==> src/rtl/multiciclo_core.sv <==
// multiciclo_core: multicycle MIPS-subset core with a unified request/ready memory port
module multiciclo_core #(
   parameter logic [31:0] RESET_PC = 32'h0000_0000,
   parameter int          ADDR_W   = 32
) (
   input  logic              clk,
   input  logic              reset,
   output logic              mem_req,
   output logic              mem_we,
   output logic [ADDR_W-1:0] mem_addr,
   output logic [31:0]       mem_wdata,
   input  logic [31:0]       mem_rdata,
   input  logic              mem_ready,
   output logic [ADDR_W-1:0] pc_out,
   output logic              halted,
   output logic [3:0]        state_out
);
   typedef enum logic [3:0] {
      INIT    = 4'd0,  FETCH  = 4'd1,  DECODE = 4'd2,  EXEC_R = 4'd3,
      WB_R    = 4'd4,  EXEC_I = 4'd5,  WB_I   = 4'd6,  MEMADDR = 4'd7,
      MEM_RD  = 4'd8,  WB_MEM = 4'd9,  MEM_WR = 4'd10, BRANCH = 4'd11,
      JUMP    = 4'd12, HALT   = 4'd13
   } state_t;

   localparam logic [5:0] OP_R    = 6'h00;
   localparam logic [5:0] OP_ADDI = 6'h08;
   localparam logic [5:0] OP_LW   = 6'h23;
   localparam logic [5:0] OP_SW   = 6'h2B;
   localparam logic [5:0] OP_BEQ  = 6'h04;
   localparam logic [5:0] OP_J    = 6'h02;
   localparam logic [5:0] F_ADD   = 6'h20;
   localparam logic [5:0] F_SUB   = 6'h22;
   localparam logic [5:0] F_AND   = 6'h24;
   localparam logic [5:0] F_OR    = 6'h25;
   localparam logic [5:0] F_SLT   = 6'h2A;

   state_t      state_q, state_d;
   logic [31:0] pc_q, pc_d, ir_q, ir_d, a_q, a_d, b_q, b_d, alu_q, alu_d, mdr_q, mdr_d;
   logic [31:0] rf_q [32];
   logic        rf_we;
   logic [4:0]  rf_wa;
   logic [31:0] rf_wd;
   logic [5:0]  op, funct;
   logic [4:0]  rs, rt, rd;
   logic [31:0] imm_sx, r_res, addr_full;
   logic        r_ok;

   assign op     = ir_q[31:26];
   assign rs     = ir_q[25:21];
   assign rt     = ir_q[20:16];
   assign rd     = ir_q[15:11];
   assign funct  = ir_q[5:0];
   assign imm_sx = {{16{ir_q[15]}}, ir_q[15:0]};

   // R-type ALU result and whether the funct field is one we execute
   always_comb begin
      r_ok  = funct inside {F_ADD, F_SUB, F_AND, F_OR, F_SLT};
      r_res = funct == F_ADD ? a_q + b_q :
              funct == F_SUB ? a_q - b_q :
              funct == F_AND ? a_q & b_q :
              funct == F_OR  ? a_q | b_q :
              {31'd0, $signed(a_q) < $signed(b_q)};
   end

   // next-state and datapath register updates for each FSM state
   always_comb begin
      state_d = state_q;
      pc_d    = pc_q;
      ir_d    = ir_q;
      a_d     = a_q;
      b_d     = b_q;
      alu_d   = alu_q;
      mdr_d   = mdr_q;
      rf_we   = 1'b0;
      rf_wa   = rt;
      rf_wd   = alu_q;
      case (state_q)
         INIT:    state_d = FETCH;
         FETCH:   if (mem_ready) begin
            ir_d    = mem_rdata;
            pc_d    = pc_q + 32'd4;
            state_d = DECODE;
         end
         DECODE: begin
            a_d     = rf_q[rs];
            b_d     = rf_q[rt];
            alu_d   = pc_q + (imm_sx << 2);
            state_d = (op == OP_R && r_ok)         ? EXEC_R  :
                      op == OP_ADDI                ? EXEC_I  :
                      (op == OP_LW || op == OP_SW) ? MEMADDR :
                      op == OP_BEQ                 ? BRANCH  :
                      op == OP_J                   ? JUMP    : HALT;
         end
         EXEC_R: begin
            alu_d   = r_res;
            state_d = WB_R;
         end
         WB_R: begin
            rf_we   = 1'b1;
            rf_wa   = rd;
            state_d = FETCH;
         end
         EXEC_I: begin
            alu_d   = a_q + imm_sx;
            state_d = WB_I;
         end
         WB_I: begin
            rf_we   = 1'b1;
            state_d = FETCH;
         end
         MEMADDR: begin
            alu_d   = a_q + imm_sx;
            state_d = op == OP_LW ? MEM_RD : MEM_WR;
         end
         MEM_RD:  if (mem_ready) begin
            mdr_d   = mem_rdata;
            state_d = WB_MEM;
         end
         WB_MEM: begin
            rf_we   = 1'b1;
            rf_wd   = mdr_q;
            state_d = FETCH;
         end
         MEM_WR:  if (mem_ready) state_d = FETCH;
         BRANCH: begin
            if (a_q == b_q) pc_d = alu_q;
            state_d = FETCH;
         end
         JUMP: begin
            pc_d    = {pc_q[31:28], ir_q[25:0], 2'b00};
            state_d = FETCH;
         end
         default: state_d = HALT;
      endcase
   end

   // memory port driven straight from registered state so it drops with async reset
   always_comb begin
      mem_req   = state_q inside {FETCH, MEM_RD, MEM_WR};
      mem_we    = state_q == MEM_WR;
      addr_full = state_q == FETCH ? pc_q : mem_req ? alu_q : 32'd0;
      mem_addr  = {addr_full[ADDR_W-1:2], 2'b00};
      mem_wdata = mem_we ? b_q : 32'd0;
   end

   // state, datapath registers and register file; $0 is never written so it stays 0
   always_ff @(posedge clk or negedge reset) begin
      if (!reset) begin
         state_q <= INIT;
         pc_q    <= RESET_PC;
         ir_q    <= 32'd0;
         a_q     <= 32'd0;
         b_q     <= 32'd0;
         alu_q   <= 32'd0;
         mdr_q   <= 32'd0;
         for (int i = 0; i < 32; i++) rf_q[i] <= 32'd0;
      end else begin
         state_q <= state_d;
         pc_q    <= pc_d;
         ir_q    <= ir_d;
         a_q     <= a_d;
         b_q     <= b_d;
         alu_q   <= alu_d;
         mdr_q   <= mdr_d;
         if (rf_we && rf_wa != 5'd0) rf_q[rf_wa] <= rf_wd;
      end
   end

   assign pc_out    = pc_q[ADDR_W-1:0];
   assign halted    = state_q == HALT;
   assign state_out = state_q;
endmodule

==> config.mk <==
export PLATFORM = sky130hd
export DESIGN_NAME = multiciclo_core
export DESIGN_NICKNAME = d
export VERILOG_FILES = /design/src/rtl/multiciclo_core.sv
export SDC_FILE = /design/constraint.sdc
export NUM_CORES = 2
export LEC_CHECK = 0
export CORE_ASPECT_RATIO = 0.7
export CORE_MARGIN = 2
export CORE_UTILIZATION = 31
export CTS_CLUSTER_DIAMETER = 120
export DETAILED_ROUTE_END_ITERATION = 12
export PLACE_DENSITY = 0.47
export REMOVE_ABC_BUFFERS = 1
export SYNTH_ARGS = -nofsm -noshare
export SYNTH_HDL_FRONTEND = slang
export SYNTH_SLANG_ARGS = --single-unit
export TNS_END_PERCENT = 20
==> constraint.sdc <==
create_clock -name clk -period 3.3 [get_ports clk]
set_input_delay 0.66 -clock clk [delete_from_list [all_inputs] [get_ports clk]]
set_output_delay 0.66 -clock clk [all_outputs]
set_load 0.02 [all_outputs]
* Yosys cells after proc, flatten, opt, wreduce, memory -nomap -nowiden
Index checks and enable logic that the tools add are counted.
** Word-level totals
- Bits in registers :: 1220
- Bits of input ports :: 35
- Output and inout port bits :: 103
- Word-level logic and storage cells :: 137
** Operators by class
- Add/subtract/negate cells :: 5
- Magnitude comparators :: 5
- Equality and inequality tests :: 28
- Mux-type cells :: 33
- Bitwise operators :: 6
- Reductions and logical operators :: 20
** Operators with widths (number)
- $bwmux W1024 :: 1
- $mux W32 :: 15
- $bmux W32 S5 :: 2
- $pmux W32 S3 :: 2
- $demux W32 S5 :: 1
- $add A32 B32 Y32 :: 3
- $eq A6 B6 Y1 const B :: 7
- $add A32 B3 Y32 const B :: 1
- $and A32 B32 Y32 :: 1
- $eq A32 B32 Y1 :: 1
- $lt A32 B32 Y1 :: 1
- $or A32 B32 Y32 :: 1
- $pmux W4 S8 :: 1
- $sub A32 B32 Y32 :: 1
- $eq A4 B4 Y1 const B :: 6
- $mux W4 :: 6
- $ge A6 B6 Y1 const B :: 3
- $not A5 Y6 :: 3
- $eq A4 B3 Y1 const B :: 4
- $reduce_bool A5 Y1 :: 2
- $reduce_bool A3 Y1 :: 3
- $eq A4 B2 Y1 const B :: 2
- $eq A6 B2 Y1 const B :: 1
- $eq A6 B3 Y1 const B :: 1
- 21 further kinds :: 28

* Depth between registers and ports, before layout
- Word-level depth :: 8
- Gate-level depth with buffers :: 14
- Depth with buffers taken out :: 13

* Least setup slack after synthesis
OpenSTA, ideal clock, no wires.
- Kind :: register to register
- From :: reg a_q[25]
- To :: reg pc_q[30] (netlist: pc_out[30])
- Library setup time :: 0.121 ns
- Arrival :: 3.191 ns
- Data required time :: 3.179 ns
- Setup slack :: -0.012 ns
- Cell stages (with the launch flop) :: 12
- Path buffers :: 1
- Clock period less this slack :: 3.312 ns
- Path through :: dfrtp_1 > inv_1 > ha_1 > buf_6 > or4_1 > or3_1 > or3_1 > o41a_1 > a21oi_4 > o21a_4 > a21bo_1 > a22o_1
** Between the ends
- Cells in the longest elaborated chain, start to end :: 3
** RTL lines
- start: declaration :: line 38 : logic [31:0] pc_q, pc_d, ir_q, ir_d, a_q, a_d, b_q, b_d, alu_q, alu_d, mdr_q, mdr_d;
- start signal: assignment :: line 152 : a_q <= 32'd0;
- start signal: assignment :: line 161 : a_q <= a_d;
- $eq A32 B32 Y1 :: line 126 : if (a_q == b_q) pc_d = alu_q;
- $ne A2 B2 Y1 (no source line)
- $reduce_and A4 Y1 (no source line)
- end signal: assignment :: line 159 : pc_q <= pc_d;
- end: declaration :: line 38
No other way between the ends.
A chain may end at the register's enable or synchronous reset.

* Final worst setup path
- From :: reg a_q[14]
- To :: reg pc_q[23] (netlist: pc_out[23])
** Between the ends
- Cells in the longest elaborated chain, start to end :: 3
** RTL lines (line)
- $eq A32 B32 Y1 :: 126
- $ne A2 B2 Y1 (no source line)
- $reduce_and A3 Y1 (no source line)
No other way between the ends.

==> out/metrics.yaml <==
status:
  status: "finished, violations left"
  violations: "negative setup slack"
clock_network:
  clk_path_buf_depth: 4
  clkTransAtPathRegs_ps: 70
  cts-root-buf: "clkbuf_16"
  htreeDepth: 4
  tritoncts_num_sinks: 1220
  cts_tree: "done"
  cts_made_buffers: 139
  insertion_delay_ps: 800
power_and_ir_drop:
  p_leak_nw: 35.6
  net-switching-power_w: 0.0383
  vdd_drop_max_uv: 568
  p_per_area_nw_per_um2: 1080
  p_seq_share_pct: 28.1
  p_sw_share_pct: 42.4
  pwr-share-clk_pct: 18.5
  power_frac_comb_pct: 53.3
  intPower_w: 0.0519
grt:
  antenna_found_initial: 15
  track_usage_pct: 24.2
  gr-total-overflow: 0
  grt_pass1_wl_um: 396000
  grt_max_degree: 115
  grt_pass1_vias: 53089
sta:
  maxSlewHeadroom_pct: 24.5
  min_period_ps: 3360
  rsz0062_at_grt: "true"
  hold_viol: 0
  fin_skew_ps: 43.0
  worst_slack_ps: -55.2
  period_share_pct: 102
  worst_slew_pin_slew_ps: 1130
  maxSlewViolCount: 0
  fmax_ghz: 0.298
  finalSetupViolCount: 18
die:
  rows: 144
  io_pins: 138
  start_util_pct: 31.2
  die_area_um2: 225000
  die_y_um: 397
  coreArea_um2: 220000
  die-width_um: 566
hold_path:
  hold_path.class: "flop to flop"
logic_synthesis:
  synthMuxAreaShare_pct: 23.6
  synth-compound-area-share_pct: 14.1
  synth_top_family_by_area: "multiplexers"
  yosysSeqAreaShare_pct: 44.6
  synthArstFlopShare_pct: 100
  ys_ff_latch: 1220
  synth_xor_xnor_area_share_pct: 1.06
  synth_cell_types: 86
  synth_edf_count: 0
  syn_area_um2: 68500
  yosysWarnings: 0
  synthesis.instances: 6333
  postSynthAreaPerCell_um2: 10.8
  synth-simple-area-share_pct: 9.68
  synthFlopType: "dfrtp_1"
  synthAdderAreaFrac_pct: 2.99
worst_setup_path:
  crit_path_top_delay_cell: "o41a_1"
  cp-start-kind: "flop"
  crit_required_ps: 3970
  endpoint_kind: "flop"
  path_cells: "buf_4, inv_1, ha_1, inv_1, nand4_1, nor4_2, buf_4, nand2_1, o41a_1, a21oi_4, o21ai_4, buf_12, clkbuf_16, o21ai_1, o21ai_1"
  critPathMaxStageDelay_ps: 530
  worstPathArrival_ps: 4020
  path_max_fanout: 8
  path_class: "flop to flop"
layout:
  area_growth_pct: 22.4
  layoutNonFillerInstCount: 9672
  drive_gt1_share_pct: 27.2
  final_nets: 6848
route:
  ant_nets: 0
  drtIter0Drc: 5633
  post_drt_wl_per_cell_um: 28.3
  totalWireLength_um: 274000
  num_vias: 54187
  drcViolationCount: 0
  viasPerCell: 5.60
  dr.pass1.iters: 6
placement:
  dpl_worst_slack_ps: -397
  dp_hpwl_um: 185000
  port_buffers: 135
  place_inst: 9401
  gp_congestion: 0.954
flow_run:
  max_cap_viol_count: 0
## repair_timing
item / in CTS / in global routing
hold endpoints to repair: 47 / 0
buffers inserted: 3 / 22
endpoints found under the setup margin: 108 / 86
pin swaps: 6 / 43
gates cloned: 1 / 3
hold buffers: 1 / 0
resized for setup: 144 / 127
## sequential cells by signal, indices dropped and copies added (netlist names)
name       cells
b_q           32
pc_out        32
mdr_q         32
ir_q          32
state_out      4
a_q           32
alu_q         32
rf_q        1024
## per-stage QoR
step	utilization [%]	power [W]	hold WS, ps	setup TNS, ps	instance area [µm²]
6_report	38.1	0.0902	393	-339	83800
5_1_grt	38.1	0.0951	405	-2660	83800
4_1_cts	37.8	0.0888	396	-1900	83000
3_5_place_dp	35.4	0.0715	383	-5180	77900
3_3_place_gp	35.4	0.0710	377	-4420	77900
2_1_floorplan	-	0.0493	364	-9010400	66200
## metal layers
metal | vias up | GRT usage, % | wire, µm
met5 | - | 0 | 29
met4 | 4 | 5.84 | 7200
met3 | 351 | 4.07 | 18500
met2 | 1918 | 36.5 | 122000
met1 | 28110 | 36.1 | 126000
li1 | 23804 | - | -
## layout make-up
cell class	count	area [µm²]
multi-input combinational	4397	36400
timing repair buffer	775	7930
antenna	2	5.00
sequential	1220	30600
inverter	119	447
clock inverter	43	693
fill	21377	136000
clock buffer	196	4080
tap	2920	3650
## placed cells by master, fill, tap and decap left out, types with 138 or more instances in the layout
master,count
mux4_2,640
dfrtp_1,1204
buf_4,522
ha_1,143
buf_12,138
o21ai_0,735
o21ai_1,146
a21oi_1,454
clkbuf_16,144
nor2_1,488
nand2_1,857
## power by group through the flow
stage / registers [W] / logic, W / clock network (W)
2_1_floorplan: 0.0257 / 0.0236 / 0
3_3_place_gp: 0.0252 / 0.0458 / 0
5_1_grt: 0.0260 / 0.0515 / 0.0176
3_5_place_dp: 0.0255 / 0.0460 / 0
4_1_cts: 0.0253 / 0.0465 / 0.0170
6_report: 0.0254 / 0.0481 / 0.0167
## cells in the mapped netlist, drive strengths merged, types with 76 or more instances
| library cell | instances | share of area [%] |
|---|---|---|
| dfrtp | 1220 | 45 |
| o21ai | 899 | 6.6 |
| nand2 | 880 | 4.8 |
| mux4 | 640 | 21 |
| clkbuf | 522 | 2.9 |
| nor2 | 502 | 2.8 |
| a21oi | 469 | 3.4 |
| ha | 157 | 2.9 |
| inv | 119 | 0.65 |
| mux2i | 104 | 1.5 |
| nor3 | 79 | 0.58 |
| buf | 76 | 0.47 |
## cells by family (layout without fill, tap and decap cells)
logic type	count (synthesis)	count (layout)
DFF	1220	1220
buffers and inverters	717	1133
muxes	809	809
AOI/OAI and AO/OA	1712	1712
and+or+nand+nor	1630	1630
xor gates and xnor gates	83	83
other	1	4
adders and majority gates	161	161
## critical path: cells and delay by family, from the launching register on
kind / cells / cell delay (ps)
buffers and inverters: 6 / 800
AOI/OAI and AO/OA: 5 / 1050
DFF: 1 / 350
adders and majority gates: 1 / 330
and+or+nand+nor: 3 / 680
## path summary, 6_finish.rpt
kind	cells after the start	end	from	slack (ps)
setup / recovery	15	pc_out[23]	a_q[14]	-60
hold / removal	0	rf_q[1006]	rf_q[1006]	390
setup reg to reg	15	pc_out[23]	a_q[14]	-60
hold reg to reg	0	rf_q[1006]	rf_q[1006]	390
max in group asynchronous	3	rf_q[42]	reset	1620
min in group asynchronous	2	rf_q[310]	reset	450
Power figures use the tool's default switching activity.
